### src/rtl/sys_defs.sv
// Shared load-path definitions: machine width, memory-size codes and the result entry layout.
`ifndef XLEN
`define XLEN 32
`endif

package sys_defs;

  localparam int unsigned XLEN      = `XLEN;
  // Widest destination tag an entry can carry; narrower tags are zero-padded.
  localparam int unsigned TAG_W_MAX = 16;

  localparam logic [1:0] MEM_BYTE = 2'b00;
  localparam logic [1:0] MEM_HALF = 2'b01;
  localparam logic [1:0] MEM_WORD = 2'b10;
  localparam logic [1:0] MEM_RSVD = 2'b11;

  typedef struct packed {
    logic [XLEN-1:0]      value;
    logic [TAG_W_MAX-1:0] tag;
    logic                 err;
  } lrb_entry_t;

endpackage

### src/rtl/load_align.sv
// Picks the addressed bytes out of a cache doubleword and sign/zero-extends them.
module load_align
  import sys_defs::*;
(
  input  logic [63:0]     load_data,
  input  logic [2:0]      addr_lo,
  input  logic [2:0]      mem_size,
  output logic [XLEN-1:0] value_c,
  output logic            err_c
);

  logic [31:0] shifted;

  always_comb begin
    shifted = 32'(load_data >> {addr_lo, 3'b000});
    value_c = '0;
    err_c   = 1'b0;
    case (mem_size[1:0])
      MEM_BYTE: value_c = mem_size[2] ? XLEN'(shifted[7:0])
                                      : XLEN'({{24{shifted[7]}}, shifted[7:0]});
      MEM_HALF: begin
        if (addr_lo[0]) err_c = 1'b1;
        else value_c = mem_size[2] ? XLEN'(shifted[15:0])
                                   : XLEN'({{16{shifted[15]}}, shifted[15:0]});
      end
      MEM_WORD: begin
        if (addr_lo[1:0] != 2'b00) err_c = 1'b1;
        else value_c = XLEN'(shifted);
      end
      default: err_c = 1'b1;
    endcase
  end

endmodule

### src/rtl/load_result_buffer.sv
// Small FIFO of aligned load results waiting for the common data bus; head entry is
// presented from registers so a result pushed at one edge is on cdb_* right after it.
module load_result_buffer
  import sys_defs::*;
#(
  parameter int unsigned DEPTH = 2,
  parameter int unsigned TAG_W = 5
) (
  input  logic              clock,
  input  logic              reset,
  input  logic              load_done,
  input  logic [63:0]       load_data,
  input  logic [`XLEN-1:0]  load_addr,
  input  logic [2:0]        load_mem_size,
  input  logic [TAG_W-1:0]  load_tag,
  input  logic              squash,
  input  logic              cdb_grant,
  output logic              cdb_req,
  output logic [`XLEN-1:0]  cdb_value,
  output logic [TAG_W-1:0]  cdb_tag,
  output logic              cdb_err,
  output logic              full,
  output logic              overflow
);

  localparam int unsigned      PTR_W    = $clog2(DEPTH);
  localparam int unsigned      CNT_W    = PTR_W + 1;
  localparam logic [CNT_W-1:0] CNT_FULL = CNT_W'(DEPTH);

  lrb_entry_t       mem_q [DEPTH];
  lrb_entry_t       mem_d [DEPTH];
  logic [PTR_W-1:0] head_q, head_d;
  logic [PTR_W-1:0] tail_q, tail_d;
  logic [CNT_W-1:0] count_q, count_d;
  logic             overflow_q, overflow_d;
  logic             cdb_req_q, cdb_req_d;
  logic [XLEN-1:0]  cdb_value_q, cdb_value_d;
  logic [TAG_W-1:0] cdb_tag_q, cdb_tag_d;
  logic             cdb_err_q, cdb_err_d;
  logic             full_q, full_d;

  logic [XLEN-1:0]  align_value;
  logic             align_err;
  lrb_entry_t       new_ent;
  lrb_entry_t       head_ent;
  logic             push;
  logic             pop;
  logic             drop;

  load_align u_align (
    .load_data (load_data),
    .addr_lo   (load_addr[2:0]),
    .mem_size  (load_mem_size),
    .value_c   (align_value),
    .err_c     (align_err)
  );

  logic unused_addr_hi;
  assign unused_addr_hi = ^load_addr[`XLEN-1:3];

  // Queue bookkeeping, then the head entry as it will look after this edge.
  always_comb begin
    new_ent    = '{value: align_value, tag: TAG_W_MAX'(load_tag), err: align_err};
    pop        = (count_q != '0) && cdb_grant;
    push       = load_done && ((count_q != CNT_FULL) || pop);
    drop       = load_done && !push;
    mem_d      = mem_q;
    head_d     = head_q;
    tail_d     = tail_q;
    count_d    = count_q;
    overflow_d = overflow_q;
    if (squash) begin
      head_d  = '0;
      tail_d  = '0;
      count_d = '0;
    end else begin
      if (push) begin
        mem_d[tail_q] = new_ent;
        tail_d        = tail_q + PTR_W'(1);
      end
      if (pop) head_d = head_q + PTR_W'(1);
      count_d    = count_q + CNT_W'(push) - CNT_W'(pop);
      overflow_d = overflow_q | drop;
    end

    // The slot being written this cycle becomes head only when it lands on the new head.
    head_ent = '0;
    if (count_d != '0) head_ent = (push && (tail_q == head_d)) ? new_ent : mem_q[head_d];

    cdb_req_d   = (count_d != '0);
    cdb_value_d = head_ent.value;
    cdb_tag_d   = TAG_W'(head_ent.tag);
    cdb_err_d   = head_ent.err;
    full_d      = (count_d == CNT_FULL);
  end

  if (TAG_W < TAG_W_MAX) begin : g_tag_pad
    logic unused_tag_pad;
    assign unused_tag_pad = ^head_ent.tag[TAG_W_MAX-1:TAG_W];
  end

  always_ff @(posedge clock or negedge reset) begin
    if (!reset) begin
      for (int unsigned i = 0; i < DEPTH; i++) mem_q[i] <= '0;
      head_q      <= '0;
      tail_q      <= '0;
      count_q     <= '0;
      overflow_q  <= 1'b0;
      cdb_req_q   <= 1'b0;
      cdb_value_q <= '0;
      cdb_tag_q   <= '0;
      cdb_err_q   <= 1'b0;
      full_q      <= 1'b0;
    end else begin
      mem_q       <= mem_d;
      head_q      <= head_d;
      tail_q      <= tail_d;
      count_q     <= count_d;
      overflow_q  <= overflow_d;
      cdb_req_q   <= cdb_req_d;
      cdb_value_q <= cdb_value_d;
      cdb_tag_q   <= cdb_tag_d;
      cdb_err_q   <= cdb_err_d;
      full_q      <= full_d;
    end
  end

  assign cdb_req   = cdb_req_q;
  assign cdb_value = cdb_value_q;
  assign cdb_tag   = cdb_tag_q;
  assign cdb_err   = cdb_err_q;
  assign full      = full_q;
  assign overflow  = overflow_q;

endmodule

### config.mk
export PLATFORM = sky130hd
export DESIGN_NAME = load_result_buffer
export DESIGN_NICKNAME = d
export VERILOG_FILES = /design/src/rtl/sys_defs.sv /design/src/rtl/load_align.sv /design/src/rtl/load_result_buffer.sv
export SDC_FILE = /design/constraint.sdc
export NUM_CORES = 1
export LEC_CHECK = 0
export ABC_AREA = 1
export CAP_MARGIN = 20
export CORE_UTILIZATION = 54
export CTS_BUF_LIST = sky130_fd_sc_hd__clkbuf_2 sky130_fd_sc_hd__clkbuf_4 sky130_fd_sc_hd__clkbuf_8
export DETAILED_ROUTE_END_ITERATION = 10
export GPL_TIMING_DRIVEN = 0
export MAX_ROUTING_LAYER = met4
export PLACE_DENSITY = 0.85
export SKIP_CTS_REPAIR_TIMING = 1
export SYNTH_ARGS = -nofsm -noshare
export SYNTH_HDL_FRONTEND = slang
export SYNTH_SLANG_ARGS = --single-unit
### constraint.sdc
create_clock -name clock -period 2.4 [get_ports clock]
set_input_delay 0.48 -clock clock [delete_from_list [all_inputs] [get_ports clock]]
set_output_delay 0.48 -clock clock [all_outputs]
set_load 0.03 [all_outputs]
### Word-level counts from Yosys, hierarchy flattened

Index checks and enable logic that the tools add are counted.

| operators by class | value |
|---|---|
| add/subtract/negate cells | 4 |
| multiply operators | 0 |
| div/mod/pow operators | 0 |
| $lt $le $gt $ge | 3 |
| equal/unequal tests | 5 |
| shifts and indexed selects | 1 |
| mux-type cells | 21 |
| bitwise gates (word level) | 4 |
| reductions and logical operators | 13 |

Operators with widths:

| kind | number |
|---|---|
| 49-bit two-way mux | 6 |
| 32-bit two-way mux | 4 |
| 98-bit bitwise mux | 1 |
| 32-bit case mux with 3 select lines | 1 |
| 64-bit by 6-bit >> shifter with 32-bit output | 1 |
| 49-bit demux with 1-bit select | 1 |
| 2-bit nonzero test | 4 |
| 1-bit two-way mux | 6 |
| 1-bit logical AND | 5 |
| 2-bit == test, second input constant | 2 |
| 2-bit greater-or-equal comparator, second input constant | 2 |
| 1-bit inverter with 2-bit output | 2 |
| 1-bit case mux with 3 select lines | 1 |
| 1-bit adder, second input constant | 2 |
| 2-bit by 1-bit adder with 2-bit output | 1 |
| 2-bit by 1-bit == test with 1-bit output, second input constant | 1 |
| 2-bit zero test | 1 |
| 2-bit by 1-bit < comparator with 1-bit output, second input constant | 1 |
| 2-bit two-way mux | 1 |
| 2-bit != test, second input constant | 1 |
| 2-bit AND reduction | 1 |
| 2-bit by 1-bit subtractor with 2-bit output | 1 |
| 1-bit == test | 1 |
| 1-bit zero test | 1 |
| other kinds (3) | 3 |

| word-level totals | value |
|---|---|
| register bits | 143 |
| bits in latches | 0 |
| bits in writable memories | 0 |
| bits in read-only memories | 0 |
| output and inout port bits | 41 |
| logic and storage cells | 66 |
| memories | 0 |

### Longest topological paths before layout

Gate-level depths: netlist of the first run.

| logic depth | value |
|---|---|
| depth in word-level cells | 10 |
| depth in mapped cells | 16 |
| depth with buffers taken out | 14 |

### Hierarchy

A second synthesis of the first run with hierarchy kept.

| unflattened totals | value |
|---|---|
| cell total of the unflattened synthesis | 1130 |
| area total of the unflattened synthesis | 7566.0 um2 |

Modules (own cells, without submodules):

| module | times used | cells each | area an instance (um2) | sequential area each (um2) |
|---|---|---|---|---|
| load_result_buffer | 1 | 740 | 5768.0 | 3027.9 |
| load_align | 1 | 390 | 1798.0 | 0.0 |

### Worst setup path before layout of the first run

OpenSTA, ideal clock, no wires.

| path | value |
|---|---|
| path type | reg2reg |
| start | reg count_q[0] |
| end | reg cdb_value_q[7] (netlist: cdb_value[7]) |
| library setup time | 0.117 ns |
| data arrival time | 2.053 ns |
| data required time | 2.283 ns |
| slack | 0.230 ns |
| cell stages (with the launch flop) | 17 |
| path buffers | 2 |
| period minus slack after synthesis | 2.170 ns |
| path through | dfrtp_1 > inv_1 > nand2_2 > nand2_2 > nand3_2 > nand2_4 > ha_1 > inv_1 > ha_1 > inv_1 > or2_1 > nand3_1 > o21ai_1 > buf_2 > buf_2 > nand2_1 > nor2_1 |

RTL lines:

| what | line | RTL |
|---|---|---|
| start, declared | load_result_buffer.sv:34 | `logic [CNT_W-1:0] count_q, count_d;` |
| start signal, assigned | load_result_buffer.sv:118 | `count_q <= count_d;` |
| end signal, assigned | load_result_buffer.sv:121 | `cdb_value_q <= cdb_value_d;` |
| end, declared | load_result_buffer.sv:37 | `logic [XLEN-1:0] cdb_value_q, cdb_value_d;` |

==> results of run 1 <==
==> cells in the final DEF (no fill, tap or decap), types with 2 or more instances in the layout <==
cell type,instances
clkbuf_8,21
clkbuf_4,3
dfrtp_1,120
ha_1,2
nand2_2,3
o21ai_4,2
a21oi_1,17
buf_2,31
nor3_1,4
o21ai_0,47
buf_6,9
o21ai_1,12
nand3_1,63
nor2_1,115
buf_4,19
clkbuf_1,15
clkinv_2,4
nand4_1,24
bufinv_16,3
nand2_4,3
nand2_1,555
o21bai_1,2
inv_2,9
nand3_2,3
clkdlybuf4s50_1,118
inv_1,63
==> where the power goes <==
| part | switching, W | leakage [nW] | internal, W |
|---|---|---|---|
| Clock | 0.000791 | 0.218 | 0.00115 |
| Sequential | 0.000314 | 1.61 | 0.00274 |
| Combinational | 0.00270 | 3.22 | 0.00163 |
| Total | 0.00381 | 5.06 | 0.00552 |
==> per-stage QoR <==
step | std cells | total power [W] | hold WS [ns]
3_5_place_dp | 1413 | 0.00710 | 0.441
3_3_place_gp | 1412 | 0.00700 | 0.454
6_report | 1454 | 0.00933 | 0.480
4_1_cts | 1444 | 0.00905 | -0.0371
2_1_floorplan | 1120 | 0.00564 | 0.184
5_1_grt | 1454 | 0.00989 | 0.495
==> cells by family (layout without fill, tap and decap cells) <==
group	Yosys count	in the layout	share of synthesized area (%)
fa+ha+maj	2	2	0.345
simple gates	776	776	43.0
buf+inv	138	300	8.87
compound gates	82	82	5.96
xor+xnor	1	1	0.121
flops	121	121	41.7
==> area by class of cell <==
| cell class | count | area (um^2) | area share, % |
|---|---|---|---|
| Multi-Input combinational cell | 861 | 3620 | 39.1 |
| Sequential cell | 121 | 3030 | 32.7 |
| Timing Repair Buffer | 131 | 1310 | 14.1 |
| Buffer | 66 | 388 | 4.19 |
| Clock buffer | 23 | 304 | 3.28 |
| Inverter | 72 | 270 | 2.92 |
| Tap cell | 172 | 215 | 2.32 |
| Clock inverter | 8 | 118 | 1.27 |
==> registers in the layout (all words and copies together) (netlist names) <==
name and cells:
count_q 2, tail_q 1, full 1, cdb_err 1, overflow 1, cdb_value 32, cdb_req 1, cdb_tag 5
mem_q 76, head_q 1
==> worst max path at each step <==
stage                    start       endpoint  slack [ns]  cells past startpoint
floorplan           count_q[0]   cdb_value[7]        0.23                     16
global placement         reset      mem_q[91]       -3.70                      1
detailed placement   cdb_grant  cdb_value[30]       -0.75                     14
CTS                  cdb_grant  cdb_value[30]       -0.30                     14
global route        count_q[0]   cdb_value[3]       -0.08                     16
finish              count_q[0]   cdb_value[9]        0.04                     16
==> layer usage <==
| layer | wire [um] | up-vias | track usage [%] |
|---|---|---|---|
| li1 | - | 3758 | - |
| met1 | 9260 | 3645 | 43.8 |
| met2 | 10300 | 446 | 51.9 |
| met3 | 2020 | 70 | 4.89 |
| met4 | 935 | 0 | 18.1 |
| met5 | 0 | - | - |
==> worst max-delay path: cells and delay by family, from the launching register on <==
kind,cells,cell delay (ns)
and+or+nand+nor,8,0.85
buffers and inverters,5,0.52
DFF,1,0.39
adders and majority gates,2,0.38
AOI/OAI and AO/OA,1,0.10
==> results.txt, run 1 <==
synthesized instance count - 1120
synthesized flop and latch total - 121
Nets - 1381
crit path DAT - 2.69 ns
Synth area leaders - dfrtp_1, nand2_1, nor2_1, nand3_1, inv_1
routed vias/inst - 5.45
Setup Viol. Count Final - 0
Crit-path slowest cell - dfrtp_1
Max transition margin - 50.4%
vias in the first global route - 7209
Critical Path RT - 2.73 ns
power density cells - 1010 mW/mm^2
First DRT Iteration DRCs - 771
share of the synthesized area in the top cell type - 41.7%
DRC viols - 0
clk sink count - 121
GPL Wtd Cong - 1.04
diodes inserted - 0
Cell Area, Synth - 0.00726 mm^2
max cap viols - 0
Worst Min Path Start - mem_q[35]
Yosys top cell by area - dfrtp_1
Seq/Total Area, Yosys - 41.7%
root buffer cell - clkbuf_8
Routed Antenna Nets - 0
Die ar. - 0.0139 mm^2
Worst Max-Slew Pin Slew - 0.738 ns
Placeable Area - 0.0129 mm^2
Hold Crit Class - register to register
max incr delay on CP - 0.39 ns
Max Clock Freq - 424 MHz
Post-synth EDFFs - 0
pin count of the biggest net entering global routing - 73
final wirelength - 22500 um
Crit path top cell by count - nand2_4
post-synth cell types - 30
Die Wd - 118 um
first-pass GRT wire length - 36000 um
number of synthesis warnings - 0
pre-CTS WS - -0.752 ns
gr usage total - 34.0%
CTS Buf Count - 17
critical path cell sequence - inv_2, nand2_4, nand2_4, nand3_4, nand2_4, ha_1, inv_1, ha_1, inv_1, or2_1, nand3_2, o21ai_4, buf_6, buf_4, nand2_1, nor2_1
FF-to-FF setup slack - 0.04 ns
crit path max fanout - 10
TNS Setup - 0 ns
fin worst setup slack - 0.0427 ns
Register-to-Register Path Depth - 16
Post-DP Area - 0.00871 mm^2
routed vias - 7919
Post-Route Skew - 0.0111 ns
syn_area_per_cell - 6.48 um^2
final hold vios - 0
H-tree Lvls - 4
io pins - 150
PortBufs - 120
FF-to-FF End - cdb_value[9]
crit path launch type - register
starting density of the core - 56.4%
final worst path period share - 98.2%
Slew Limit Fails - 0
Worst setup EP type - register
worst hold stages - 2
CTS tree - yes
Max rail drop VDD - 0.000496 V
worst hold endpoint - mem_q[35]
DR WL/cell - 15.5 um
fill count - 1065
Async S/R FF share, synth - 100%
DRT Pass-1 Iters - 7
Die H - 118 um
Row Count - 41
clock buffer depth - 2
initial antenna violation count - 0
most frequent cell after synthesis - nand2_1
clock-pin slew on the worst setup and hold paths - 0.06 ns
synth cell count leaders - nand2_1, dfrtp_1, nor2_1
Pleak - 5.06 nW
DP HPWL - 16100 um
Reg2Reg Launch Point - count_q[0]
minimum clock period - 2.36 ns
Synth Flop Type - dfrtp_1
share of cells above drive strength 1 - 9.20%
status - complete, no violations
post-route cell area - 0.00926 mm^2
grt ovf - 0
final core utilization - 71.9%
syn nets - 1231
Layout area overhead - 27.5%
critical path type - register to register
insertion delay to the later sink of the worst-skew pair - 0.45 ns
Note: power is estimated with default switching activity, not from simulation.
==> inputs of run 2 (changes only) <==
==> constraint.sdc (replaced) <==
create_clock -name clock -period 2.2 [get_ports clock]
set_input_delay 0.44 -clock clock [delete_from_list [all_inputs] [get_ports clock]]
set_output_delay 0.44 -clock clock [all_outputs]
set_load 0.03 [all_outputs]
==> run 2 against run 1 <==
  * Sequential power increased by 9.2%
  * The run now ends with negative setup slack left
  * Worst setup slack got worse by 0.10 ns
  * Highest routed layer unchanged
  * Register-to-register slack got worse by 0.10 ns
  * First-iteration DRC count increased by 9.3%
  * Combinational power increased by 23%
  * Clock power increased by 9.8%
  * Flip-flop and latch count unchanged
  * Utilization increased by 1.9 points
==> results.txt, run 2 (synthesized netlist as in run 1, its figures left out) <==
clock-pin slew on the worst setup and hold paths - 0.07 ns
Setup Viol. Count Final - 19
Die ar. - 0.0139 mm^2
gr usage total - 34.0%
share of cells above drive strength 1 - 12.2%
final hold slack - 0.480 ns
Placeable Area - 0.0129 mm^2
minimum clock period - 2.26 ns
PortBufs - 120
Slew Limit Fails - 0
fin worst setup slack - -0.0602 ns
root buffer cell - clkbuf_8
Critical Path RT - 2.53 ns
placed cells - 1413
CTS tree - yes
routed vias - 7967
CTS Buf Count - 17
highest routed layer - met4
final wirelength - 23400 um
Row Count - 41
total length of routed met3 wires - 2100 um
Worst setup EP type - register
Layout area overhead - 30.8%
Post-Route M1 WL - 9390 um
post-route insts no fill - 1458
Pleak - 5.16 nW
io pins - 150
Max transition margin - 58.9%
Max Clock Freq - 442 MHz
Nets - 1385
largest register by flop count - mem_q
Die Wd - 118 um
max cap viols - 0
initial antenna violation count - 0
H-tree Lvls - 4
max reg flops - 76
power density cells - 1130 mW/mm^2
final worst path period share - 103%
DR WL/cell - 16.0 um
starting density of the core - 56.4%
Worst Max-Slew Pin Slew - 0.611 ns
fill count - 1019
Post-Route Skew - 0.00789 ns
Hold Crit Class - input port to async pin
DRT Pass-1 Iters - 5
crit path max fanout - 5
DRC viols - 0
Die H - 118 um
Max rail drop VDD - 0.000571 V
metal2 WL - 10800 um
commonest cells after routing, fill and taps aside - nand2_1, dfrtp_1, clkdlybuf4s50_1, nor2_1, nand3_1
clock buffer depth - 2
commonest non-fill, non-tap cell in the layout - nand2_1
RSZ-0062 raised after global routing - yes
failing checks - negative setup slack
vias in the first global route - 7209
first-pass GRT wire length - 36000 um
clk sink count - 121
insertion delay to the later sink of the worst-skew pair - 0.46 ns
pin count of the biggest net entering global routing - 73
grt ovf - 0
crit path DAT - 2.59 ns
crit path launch type - register
final hold vios - 0
status - finished with violations
Routed Antenna Nets - 0
critical path type - register to register
GPL Wtd Cong - 1.04
routed vias/inst - 5.46
diodes inserted - 0
DP HPWL - 16100 um
First DRT Iteration DRCs - 843
## run 2: cell count changes in the layout (fill, tap and decap cells not counted), sizes merged
cell and change:
buf +4
## run 2: worst paths after layout
| path | start | endpoint | slack [ns] | depth (start not counted) |
|---|---|---|---|---|
| setup / recovery | count_q[0] | cdb_value[3] | -0.06 | 16 |
| hold reg to reg | mem_q[41] | mem_q[41] | 0.48 | 2 |
| setup reg to reg | count_q[0] | cdb_value[3] | -0.06 | 16 |
| hold / removal | reset | cdb_tag[3] | 0.48 | 2 |
| min in group clock | mem_q[41] | mem_q[41] | 0.48 | 2 |
| max in group asynchronous | reset | cdb_value[21] | 1.01 | 3 |
## run 2: where the power goes
part	internal (W)	switching, W	total [W]
Clock	0.00125	0.000883	0.00213
Combinational	0.00205	0.00326	0.00531
Sequential	0.00299	0.000344	0.00334
Total	0.00629	0.00448	0.0108
## run 2: critical path, cell delays in order (launching register included)
cell and delay, ns:
dfrtp_1 0.40, inv_2 0.11, nand2_4 0.08, nand2_4 0.09
nand3_4 0.09, nand2_4 0.11, ha_4 0.21, inv_4 0.05
ha_4 0.11, inv_2 0.03, or2_1 0.22, nand3_2 0.12
o21ai_4 0.10, buf_6 0.16, buf_8 0.14, nand2_4 0.06
nor2_4 0.04
## run 2: layout make-up
class / count / area (um^2) / area share (%)
clock inverter: 8 / 118 / 1.24
inverter: 72 / 273 / 2.87
sequential: 121 / 3030 / 31.9
multi-input combinational: 861 / 3790 / 39.9
buffer: 66 / 403 / 4.24
timing repair buffer: 135 / 1370 / 14.4
clock buffer: 23 / 304 / 3.20
tap: 172 / 215 / 2.27
## run 2: metal layers
metal  vias to the layer above  track usage (%)
li1                       3770                -
met2                       477             51.9
met3                        77             4.89
met5                         -                -
met1                      3643             43.8
met4                         0             18.1
## run 2: per-stage QoR
step                total power, W  instance area (um^2)  utilization, %  setup WS, ns  setup TNS, ns
floorplan                  0.00615                  7260               -        0.0299              0
global placement           0.00763                  8680            67.4         -3.86        -506.74
detailed placement         0.00774                  8710            67.6        -0.912         -45.42
CTS                        0.00987                  9130            70.9        -0.488         -13.38
global route                0.0114                  9500            73.8        -0.138          -2.97
finish                      0.0108                  9500            73.8       -0.0602         -0.731
